[config.mk]
export PLATFORM = sky130hd
export DESIGN_NAME = seven_segment_scanner_flat
export DESIGN_NICKNAME = d
export VERILOG_FILES = /design/src/rtl/seven_segment_scanner_if.sv /design/src/rtl/seven_segment_scanner.sv /design/src/flat_wrapper.sv
export SDC_FILE = /design/constraint.sdc
export NUM_CORES = 1
export LEC_CHECK = 0
export BUFFER_PORTS_ARGS = -buffer_cell sky130_fd_sc_hd__buf_2
export CELL_PAD_IN_SITES_DETAIL_PLACEMENT = 1
export CELL_PAD_IN_SITES_GLOBAL_PLACEMENT = 1
export CORE_UTILIZATION = 46
export DETAILED_ROUTE_END_ITERATION = 8
export PLACE_DENSITY_LB_ADDON = 0.1
export SLEW_MARGIN = 10
export SYNTH_ARGS = -nofsm -noshare
export SYNTH_HDL_FRONTEND = slang
export SYNTH_SLANG_ARGS = --single-unit
[constraint.sdc]
create_clock -name clk -period 4.25 [get_ports clk]
set_clock_uncertainty 0.2 [all_clocks]
set_input_delay 0.6375 -clock clk [delete_from_list [all_inputs] [get_ports clk]]
set_output_delay 0.6375 -clock clk [all_outputs]
set_load 0.1 [all_outputs]
[src/rtl/seven_segment_scanner_if.sv]
// Bus between the digit scanner and its controller: load/enable controls in, scan drive out.
// Clock and reset are plain ports on the scanner.
interface seven_segment_scanner_if #(
    parameter int unsigned NUM_DIGITS = 4
);
    logic                    enable;
    logic [4*NUM_DIGITS-1:0] value;
    logic                    load;
    logic                    lz_en;
    logic [3:0]              bin;
    logic                    blank;
    logic [NUM_DIGITS-1:0]   dig_sel_n;
    logic                    frame_start;
    logic                    pending;

    modport master (
        output enable, value, load, lz_en,
        input  bin, blank, dig_sel_n, frame_start, pending
    );

    modport slave (
        input  enable, value, load, lz_en,
        output bin, blank, dig_sel_n, frame_start, pending
    );
endinterface

[src/rtl/seven_segment_scanner.sv]
// Time-multiplexed digit scanner with double-buffered value, leading-zero blanking and
// an all-off guard interval at the start of every digit slot.
module seven_segment_scanner #(
    parameter int unsigned NUM_DIGITS = 4,
    parameter int unsigned PRESCALE   = 1000,
    parameter int unsigned GUARD      = 50
) (
    input logic                     clk,
    input logic                     rst_n,
    seven_segment_scanner_if.slave  bus_io
);
    localparam int unsigned CntW = $clog2(PRESCALE);
    localparam int unsigned IdxW = (NUM_DIGITS > 1) ? $clog2(NUM_DIGITS) : 1;
    localparam int unsigned ValW = 4 * NUM_DIGITS;
    localparam logic [CntW-1:0] CntLast = CntW'(PRESCALE - 1);
    localparam logic [IdxW-1:0] IdxLast = IdxW'(NUM_DIGITS - 1);

    typedef enum logic {StIdle, StScan} state_e;

    state_e                state_q;
    logic [CntW-1:0]       cnt_q;
    logic [IdxW-1:0]       idx_q;
    logic [ValW-1:0]       disp_q;
    logic [ValW-1:0]       pend_q;
    logic                  pend_flag_q;
    logic                  lz_en_q;

    logic                  frame_xfer;
    logic                  in_guard;
    logic [3:0]            nib [NUM_DIGITS];
    logic [NUM_DIGITS-1:0] lz;

    logic [3:0]            bin;
    logic                  blank;
    logic [NUM_DIGITS-1:0] dig_sel_n;
    logic                  frame_start;

    // Frame boundary: entering SCAN from IDLE, or wrapping past the last digit slot.
    always_comb begin
        frame_xfer = bus_io.enable &&
                     ((state_q == StIdle) || ((cnt_q == CntLast) && (idx_q == IdxLast)));
    end

    always_ff @(posedge clk) begin
        if (!rst_n) begin
            state_q     <= StIdle;
            cnt_q       <= '0;
            idx_q       <= '0;
            disp_q      <= '0;
            pend_q      <= '0;
            pend_flag_q <= 1'b0;
            lz_en_q     <= 1'b0;
        end else begin
            lz_en_q <= bus_io.lz_en;
            case (state_q)
                StIdle: begin
                    if (bus_io.enable) begin
                        state_q <= StScan;
                        cnt_q   <= '0;
                        idx_q   <= '0;
                    end
                end
                StScan: begin
                    if (!bus_io.enable) begin
                        state_q <= StIdle;
                        cnt_q   <= '0;
                        idx_q   <= '0;
                    end else if (cnt_q == CntLast) begin
                        cnt_q <= '0;
                        idx_q <= (idx_q == IdxLast) ? '0 : idx_q + 1'b1;
                    end else begin
                        cnt_q <= cnt_q + 1'b1;
                    end
                end
                default: state_q <= StIdle;
            endcase
            if (frame_xfer && pend_flag_q) begin
                disp_q      <= pend_q;
                pend_flag_q <= 1'b0;
            end
            // A load on the transfer cycle wins the flag: the new value waits a frame.
            if (bus_io.load) begin
                pend_q      <= bus_io.value;
                pend_flag_q <= 1'b1;
            end
        end
    end

    always_comb begin
        for (int i = 0; i < int'(NUM_DIGITS); i++) begin
            nib[i] = disp_q[4*i +: 4];
        end
    end

    always_comb begin
        logic upper_zero;
        upper_zero = 1'b1;
        lz         = '0;
        for (int i = int'(NUM_DIGITS) - 1; i >= 0; i--) begin
            upper_zero = upper_zero & (nib[i] == 4'd0);
            lz[i]      = lz_en_q && (i > 0) && upper_zero;
        end
    end

    always_comb begin
        in_guard    = 32'(cnt_q) < GUARD;
        bin         = 4'd0;
        blank       = 1'b1;
        dig_sel_n   = '1;
        frame_start = 1'b0;
        if (state_q == StScan) begin
            bin         = nib[idx_q];
            frame_start = (cnt_q == '0) && (idx_q == '0);
            if (!in_guard) begin
                dig_sel_n[idx_q] = 1'b0;
                blank            = lz[idx_q];
            end
        end
    end

    assign bus_io.bin         = bin;
    assign bus_io.blank       = blank;
    assign bus_io.dig_sel_n   = dig_sel_n;
    assign bus_io.frame_start = frame_start;
    assign bus_io.pending     = pend_flag_q;
endmodule

[src/flat_wrapper.sv]
// flat-port wrapper written by rule: the top's interface ports become plain ports
module seven_segment_scanner_flat 
#(
    parameter int unsigned NUM_DIGITS = 4,
    parameter int unsigned PRESCALE   = 1000,
    parameter int unsigned GUARD      = 50
)
  (clk, rst_n, bus_io_enable, bus_io_value, bus_io_load, bus_io_lz_en, bus_io_bin, bus_io_blank, bus_io_dig_sel_n, bus_io_frame_start, bus_io_pending);
  seven_segment_scanner_if #(.NUM_DIGITS(NUM_DIGITS)) bus_io_i ();
  input logic clk;
  input logic rst_n;
  input wire logic [$bits(bus_io_i.enable)-1:0] bus_io_enable;
  input wire logic [$bits(bus_io_i.value)-1:0] bus_io_value;
  input wire logic [$bits(bus_io_i.load)-1:0] bus_io_load;
  input wire logic [$bits(bus_io_i.lz_en)-1:0] bus_io_lz_en;
  output wire logic [$bits(bus_io_i.bin)-1:0] bus_io_bin;
  output wire logic [$bits(bus_io_i.blank)-1:0] bus_io_blank;
  output wire logic [$bits(bus_io_i.dig_sel_n)-1:0] bus_io_dig_sel_n;
  output wire logic [$bits(bus_io_i.frame_start)-1:0] bus_io_frame_start;
  output wire logic [$bits(bus_io_i.pending)-1:0] bus_io_pending;
  assign bus_io_i.enable = bus_io_enable;
  assign bus_io_i.value = bus_io_value;
  assign bus_io_i.load = bus_io_load;
  assign bus_io_i.lz_en = bus_io_lz_en;
  assign bus_io_bin = bus_io_i.bin;
  assign bus_io_blank = bus_io_i.blank;
  assign bus_io_dig_sel_n = bus_io_i.dig_sel_n;
  assign bus_io_frame_start = bus_io_i.frame_start;
  assign bus_io_pending = bus_io_i.pending;
  seven_segment_scanner #(.NUM_DIGITS(NUM_DIGITS), .PRESCALE(PRESCALE), .GUARD(GUARD)) u_core (.clk(clk), .rst_n(rst_n), .bus_io(bus_io_i));
endmodule
==> metrics.md <==
| Metric | Value |
|---|---|
| Clock Latency Late Sink | 0.30 ns |
| Critical Path AT | around 2.1 ns |
| Final hold vios | 0 |
| Adder and majority gate portion of the synthesized area | around 3.3% |
| Hold WS | 0.271 ns |
| Seq cells post-synth | 47 |
| Cell variety after synth | 39 |
| Power density over cell area | approximately 350 nW/µm² |
| Most used DFF post-synth | dfxtp_1 |
| Port buffer count | 31 |
| RSZ-0062 raised after global routing | no |
| Detailed Route Iter0 Violations | 144 |
| Seq pwr share | ~53% |
| EDFF count, synth | 0 |
| Largest net degree at the start of global routing | 44 |
| IO Pins | 32 |
| Post-synthesis compound-gate area fraction | 19.1% |
| Multi-input gate area | ~1200 µm² |
| Top routing layer used | met4 |
| CTS tree | built |
| Fmax | ~0.34 GHz |
| Die area | around 5300 µm² |
| Sequential cell area | about 940 µm² |
| Syn Inst Count | about 250 |
| Total placed cells including tap cells | 326 |
| Clock Path Buffers | 2 |
| Yosys warnings | 0 |
| Fin crit share | between 60% and 70% |
| Max-cap violations | 0 |
| Antenna violations before repair | 0 |
| HPWL Detailed | roughly 3.7 mm |
| Initial Util | approximately half |
| Slew headroom | about half |
| Delay of the slowest critical-path stage | 0.56 ns |
| Setup TNS Final | 0 ns |
| Met3 Wirelength | between 100 and 150 µm |
| DR vias | ~1,900 |
| Remaining routing DRC violations | 0 |
| Main combinational cell family by area after synthesis | simple AND/OR/NAND/NOR gates |
| H-tree depth | 2 |
| R2R Setup Slk | roughly 1.8 ns |
| Number of CTS-inserted buffers | 5 |
| Sw Pwr | between 200 and 250 µW |
| Crit path max fanout | 10 |
| Worst Path Buf+Inv | 1 |
| Drt wl/cell | around 16 µm |
| Detailed route wirelength on metal2 | between 2 and 3 mm |
| Cell area after synthesis | around 2300 µm² |
| Die height | between 70 and 80 µm |
| Synth async-reset ratio | 0% |
| Die W | 72.5 µm |
| CTS root buf | clkbuf_8 |
| Final setup fails | 0 |
| Switching Share | 23.6% |
| Clk pin slew, worst setup/hold paths | 0.09 ns |
| CP max stage cell | a21boi_0 |
| Hold Buf Count CTS | 0 |
| Slew @ Worst Pin | roughly 0.74 ns |
| Layout cells sized above 1 | 16.5% |
| Crit-path cells | o311ai_0, a21boi_0, o21ai_0, buf_2 |
| Fill cells | between 500 and 600 |
| Total Routed Length | between 5 and 6 mm |
| Post-CTS setup buffers | 0 |
| Outcome | complete, no violations |
| Final Cell Area | about 2500 µm² |
| Core Rows | 25 |
| Final ANT Viol Nets | 0 |
| Largest delay share family, worst path | compound AO/OA/AOI/OAI gates |
| Worst setup SP type | register |
| Pint | approximately 670 µW |
| Post-Synth Simple-Gate Area | between 10% and 20% |
| M1 WL | around 2.7 mm |
| CP Capture Type | primary output |
| Tmin final | just under 3 ns |
| First-pass GRT wire length | 9.00 mm |
| Util after Layout | roughly 54% |
| Vias in the first global route | 1,806 |
| Crit Path Category | register to primary output |
| Leakage power | ~0.00097 µW |
| DRT Pass-1 Iters | 4 |
| Cts repair resizes | 0 |
| Post-Syn Area per Cell | around 9.3 µm² |
| Comb pwr share | under 10% |
| HP Class | register to register |
| IR drop worst, VDD | approximately 0.00019 V |
| Mux share of post-synthesis cell area | roughly 11% |
| Area share of xor/xnor cells in the synthesized design | 0.383% |
| Area growth syn-to-layout | 11.5% |
| Non-Filler Instances | around 330 |
| Fin nets | approximately 290 |
| Grt ovf | 0 |
| Clk pwr share | between 30% and 40% |
| N_diodes | 0 |
| Worst EP required | around 3.4 ns |
| Final slew viol count | 0 |
| Syn Nets | ~270 |
| Sequential area share after synthesis | about two fifths |
| Post-place instance area | between 2000 and 2500 µm² |
| Clk sinks | 47 |
| Global Route Usage Sum | between 20% and 30% |
| Vias/cell | 5.58 |
| Core area | between 4000 and 5000 µm² |
| Routability cong. | slightly above 0.8 |
[power by group through the flow]
| stage | clock, µW | combinational (µW) | sequential, µW |
|---|---|---|---|
| 2_1_floorplan | 0 | 53.3 | 474 |
| 3_3_place_gp | 0 | 74.0 | 473 |
| 3_5_place_dp | 0 | 75.5 | 473 |
| 4_1_cts | 349 | 75.7 | 463 |
| 5_1_grt | 365 | 82.5 | 465 |
| 6_report | 343 | 74.6 | 463 |
[cell type report]
| cell class | instances | share of cell area [%] |
|---|---|---|
| clock buffer | 6 | 3.24 |
| timing repair buffer | 31 | 6.08 |
| tap | 67 | 3.29 |
| inverter | 5 | 0.736 |
| sequential | 47 | 36.9 |
| clock inverter | 2 | 1.37 |
| multi-input combinational | 176 | 48.4 |
[cells in the mapped netlist (2+ instances only)]
cell | instances | area [µm²]
a21boi_0 | 9 | 67.6
a21boi_1 | 10 | 75.1
a21oi_1 | 5 | 25.0
a31oi_1 | 8 | 50.1
and2_1 | 7 | 43.8
and3_1 | 8 | 50.1
buf_2 | 4 | 20.0
buf_6 | 2 | 22.5
clkbuf_1 | 9 | 33.8
dfxtp_1 | 47 | 941
ha_1 | 6 | 75.1
inv_1 | 5 | 18.8
mux2i_1 | 17 | 170
mux4_2 | 4 | 90.1
nand2_1 | 15 | 56.3
nand2b_1 | 2 | 12.5
nand3_1 | 21 | 105
nand4_1 | 2 | 12.5
nor2_1 | 2 | 7.51
nor2b_1 | 18 | 113
nor3_1 | 2 | 10.0
nor4_1 | 5 | 31.3
o21ai_0 | 15 | 75.1
o21ai_1 | 7 | 35.0
o31a_1 | 2 | 17.5
[cells by family after synthesis]
logic type / after synthesis
flops: 47
xor+xnor: 1
simple gates: 83
buf+inv: 23
mux: 21
fa+ha+maj: 6
compound gates: 65
[state kept, by name, indices dropped and copies added, names as in the netlist]
register               count
u_core.bus_io.pending      1
u_core.state_q             1
u_core.pend_q             16
u_core.idx_q               2
u_core.cnt_q              10
u_core.disp_q             16
u_core.lz_en_q             1
[layout by cell type, fill, tap and decap left out, types with 2 or more instances in the layout]
master    instances
a21boi_0          9
a21boi_1         10
a21oi_1           5
a31oi_1           8
and2_1            7
and3_1            8
buf_2            31
clkbuf_8          6
dfxtp_1          47
ha_1              6
inv_1             5
mux2i_1          17
mux4_2            4
nand2_1          15
nand2b_1          2
nand3_1          21
nand4_1           2
nor2_1            2
nor2b_1          18
nor3_1            2
nor4_1            5
o21ai_0          15
o21ai_1           7
o31a_1            2
[tightest hold or removal path: cells and delay by family, from the launching register on]
kind / cells / cell delay (ns)
AO/OA/AOI/OAI: 1 / 0.05
flip-flops: 1 / 0.32
AND/OR/NAND/NOR: 1 / 0.06
[final timing paths]
path | startpoint | to | depth (start not counted)
worst max register to register | u_core.idx_q[0]$_SDFFE_PN0P_ | u_core.disp_q[0]$_SDFFE_PN0P_ | 5
worst max-delay path | u_core.cnt_q[3]$_SDFFE_PN0P_ | bus_io_blank | 4
worst min-delay path | u_core.pend_q[14]$_SDFFE_PN0P_ | u_core.disp_q[14]$_SDFFE_PN0P_ | 2
worst min register to register | u_core.pend_q[14]$_SDFFE_PN0P_ | u_core.disp_q[14]$_SDFFE_PN0P_ | 2
[through the flow]
stage / total power [µW] / setup WS, ns
6_report: 881 / 1.34
5_1_grt: 912 / 1.17
4_1_cts: 888 / 1.31
3_5_place_dp: 549 / 1.67
3_3_place_gp: 547 / 1.73
2_1_floorplan: 527 / 0.391
[routing by layer]
metal | up-vias | track usage, %
met3 | 8 | 3.33
met1 | 902 | 30.0
met2 | 24 | 35.9
li1 | 931 | -
met4 | 0 | 8.50
met5 | - | 0
Power figures use the tool's default switching activity.
